[src/rtl/sysid_checker_pkg.sv]
// Shared types and constants for the sysid checker.
package sysid_checker_pkg;

    typedef enum logic [2:0] {
        ST_IDLE  = 3'd0,
        ST_RD_ID = 3'd1,
        ST_RD_TS = 3'd2,
        ST_CHECK = 3'd3,
        ST_DONE  = 3'd4
    } state_t;

    localparam logic ADDR_ID = 1'b0;
    localparam logic ADDR_TS = 1'b1;

    // Wait-state counter width.
    localparam int CNT_W = 16;

endpackage

[src/rtl/sysid_checker_timer.sv]
// Wait-state counter: counts stall cycles, saturates at all-ones, and flags
// the stall cycle that brings the count up to the limit.
module sysid_checker_timer
    import sysid_checker_pkg::*;
(
    input  logic             clock,
    input  logic             reset,
    input  logic             clear,
    input  logic             enable,
    input  logic [CNT_W-1:0] limit,
    output logic             expired
);

    logic [CNT_W-1:0] r_count;
    logic [CNT_W:0]   w_count_inc;

    assign w_count_inc = {1'b0, r_count} + {{CNT_W{1'b0}}, 1'b1};

    // The current stall is the limit-th one, so the read gives up this cycle.
    assign expired = enable && (w_count_inc >= {1'b0, limit});

    // Count stall cycles; clear has priority so each read starts from zero.
    always_ff @(posedge clock) begin
        if (reset || clear) begin
            r_count <= '0;
        end else if (enable && (r_count != {CNT_W{1'b1}})) begin
            r_count <= w_count_inc[CNT_W-1:0];
        end
    end

endmodule

[config.mk]
export PLATFORM = sky130hd
export DESIGN_NAME = sysid_checker_timer
export DESIGN_NICKNAME = d
export VERILOG_FILES = /design/src/rtl/sysid_checker_pkg.sv /design/src/rtl/sysid_checker_timer.sv
export SDC_FILE = /design/constraint.sdc
export NUM_CORES = 1
export LEC_CHECK = 0
export BUFFER_PORTS_ARGS = -buffer_cell sky130_fd_sc_hd__buf_2
export CAP_MARGIN = 20
export CELL_PAD_IN_SITES_DETAIL_PLACEMENT = 0
export CELL_PAD_IN_SITES_GLOBAL_PLACEMENT = 1
export CORE_MARGIN = 4
export CORE_UTILIZATION = 42
export CTS_CLUSTER_SIZE = 40
export DETAILED_ROUTE_END_ITERATION = 12
export PLACE_DENSITY_LB_ADDON = 0.1
export SYNTH_ARGS = -nofsm -noshare
export SYNTH_HDL_FRONTEND = slang
export SYNTH_SLANG_ARGS = --single-unit
[constraint.sdc]
create_clock -name clock -period 3.81 [get_ports clock]
set_input_delay 0.762 -clock clock [delete_from_list [all_inputs] [get_ports clock]]
set_output_delay 0.762 -clock clock [all_outputs]
set_load 0.01 [all_outputs]
==> results_dict.tcl <==
set metrics [dict create \
    firstDrtPassIters 4 \
    yosysTopAreaCell "dfxtp_1" \
    timing.final.hold_violations 0 \
    p_leak_nw 0.773 \
    diodes 0 \
    syn2layout_area_growth_pct 15.4 \
    initial_utilization_pct 44.3 \
    wl_met1_um 1420 \
    die_y_um 65.0 \
    grt-ovfl-total 0 \
    crit_family "simple AND/OR/NAND/NOR gates" \
    yosys-top-cells-area "dfxtp_1, ha_1, xor2_1" \
    avgViaCountPerCell 5.25 \
    fin_nets 223 \
    end_kind "output port" \
    skew_ns 0.00513 \
    clock-root-buffer "clkbuf_4" \
    cp_max_fo 5 \
    wl_per_cell_um 13.1 \
    ant_nets 0 \
    grt_pass1_vias 1190 \
    crit_chain "ha_2, nand3_2, nor4_4, and4_4, xor2_1, ha_1, nand3_1, nor3_2, o31ai_1, a41oi_1, buf_2" \
    gp_congestion 0.809 \
    fin_cells 229 \
    cts_sinks 16 \
    dp.final_hpwl_um 2330 \
    antenna_found_initial 0 \
    seqCellArea_sq_um 325 \
    highest_layer "met4" \
    syn-cell-area_sq_mm 0.00137 \
    dieArea_sq_mm 0.00423 \
    ctsHoldBuffers 0 \
    p_per_area_mw_per_mm2 201 \
    synth_edf_count 0 \
    maxCapViolCount 0 \
    synth_area_per_cell_sq_um 8.27 \
    drive_gt1_share_pct 21.6 \
    clkTransAtPathRegs_ns 0.09 \
    slowest_delay_ns 0.39 \
    status "completed" \
    clk_path_buf_depth 2 \
    setup_violations 0 \
    worstMarginPinSlew_ns 0.542 \
    slowest_stage "dfxtp_4" \
    cts-htree-levels 1 \
    wl_met2_um 1470 \
    top_register "r_count" \
    ir_drop_mv 0.136 \
    synth_common_cells "ha_1, inv_1, xor2_1, dfxtp_1, nor2_1" \
    dp_cells 224 \
    numCtsBuffers 3 \
    wl_um 3010 \
    yosysSeqAreaShare_pct 23.5 \
    clk_latency_ns 0.28 \
    io_pins 21 \
    multi_input_area_sq_um 980 \
    reg_top3 "r_count (16)" \
    drc_errors 0 \
    synthCells 165 \
    ys.flop_type "dfxtp_1" \
    fin_crit_ns 3.62 \
    max_freq_mhz 276 \
    grt_use_total_pct 15.6 \
    grt_max_degree 17 \
    routed-via-count 1202 \
    ys_ff_latch 16 \
    async_reset_ff_share_pct 0 \
    largest_reg_flops 16 \
    synth_top_area_share_pct 23.5 \
    tns_ns 0 \
    fin_crit_sh_pct 95.0 \
    crit_type "register to output port" \
    slew_violations 0 \
    nFillCells 326 \
    drt_iter0_drc 47 \
    fp-row-count 20 \
    critPathBufInv 1 \
    synth_fp_nets 202 \
    yosysUniqueCellTypes 41 \
    final_cell_area_sq_mm 0.00158 \
    ys_warn_count 0 \
    port_buffers 20 \
    arrival_ns 2.86 \
    hold_path_class "register to register" \
    cts_tree "yes" \
    core_area_sq_mm 0.00308 \
    worstSetupStartpointType "register" \
    maxSlewHeadroom_pct 63.6 \
    die_x_um 65.0 \
    cp_data_required_time_ns 3.05 \
    place_area_sq_mm 0.00150 \
    dr_wl_met3_um 100 \
    grt_pass1_wl_um 5260 \
]
-- metal layers --
metal  vias to the layer above  global-route usage, %
li1                        622                      -
met1                       564                   20.1
met2                        14                   26.6
met3                         2                   3.81
met4                         0                   3.11
met5                         -                      0
-- final timing paths --
| path | from | to | slack, ns | depth (start not counted) |
|---|---|---|---|---|
| max | r_count[0]$_SDFFE_PP0P_ | expired | 0.19 | 11 |
| min | r_count[4]$_SDFFE_PP0P_ | r_count[4]$_SDFFE_PP0P_ | 0.53 | 2 |
| max reg2reg | r_count[11]$_SDFFE_PP0P_ | r_count[1]$_SDFFE_PP0P_ | 1.68 | 5 |
| min reg2reg | r_count[4]$_SDFFE_PP0P_ | r_count[4]$_SDFFE_PP0P_ | 0.53 | 2 |
-- layout make-up --
cell class	count	share of cell area, %
multi-input combinational	126	62.2
tap	44	3.49
clock buffer	4	2.30
inverter	17	4.05
timing repair buffer	22	7.31
sequential	16	20.7
-- placed cells by master, fill, tap and decap left out, types with 3 or more instances in the layout --
master      n
buf_2      20
inv_1      17
xor2_1     17
ha_1       16
nor2_1     14
dfxtp_1    14
a21oi_1     9
xnor2_1     8
nand2_1     6
o211ai_1    6
nand3_1     5
nand4_1     4
nor3_1      3
o21ai_0     3
o2111ai_1   3
clkbuf_4    3
-- what timing repair did --
action                                  in CTS  in global routing
pin swaps                                    0                  2
resized for setup                            1                  7
setup buffers                                0                  1
endpoints found under the setup margin       1                  1
-- power by group --
part / switching, W / internal (W)
Clock: 0.0000541 / 0.0000581
Combinational: 0.0000196 / 0.0000163
Sequential: 0.00000120 / 0.000168
Total: 0.0000749 / 0.000242
-- metrics by stage --
step | total power (W) | hold slack, ns | util [%] | worst slack [ns]
floorplan | 0.000192 | 0.488 | - | 0.711
global placement | 0.000208 | 0.509 | 48.8 | 0.490
detailed placement | 0.000209 | 0.522 | 48.8 | 0.296
CTS | 0.000323 | 0.537 | 50.3 | 0.00109
global route | 0.000335 | 0.589 | 51.2 | -0.00204
finish | 0.000317 | 0.533 | 51.2 | 0.191
-- worst reg2reg max path, stage by stage (launching register included) --
cell,delay [ns]
dfxtp_1,0.49
and4_1,0.25
nand3_1,0.40
o21ai_1,0.58
mux2i_1,0.24
nor2_1,0.05
-- kinds of logic after synthesis --
family          synth area share, %
flops                          23.5
mux                           0.733
fa+ha+maj                      15.6
compound gates                 13.8
simple gates                   23.8
xor+xnor                       16.0
buf+inv                        6.51
No activity file was read; power rests on OpenSTA's default activity.
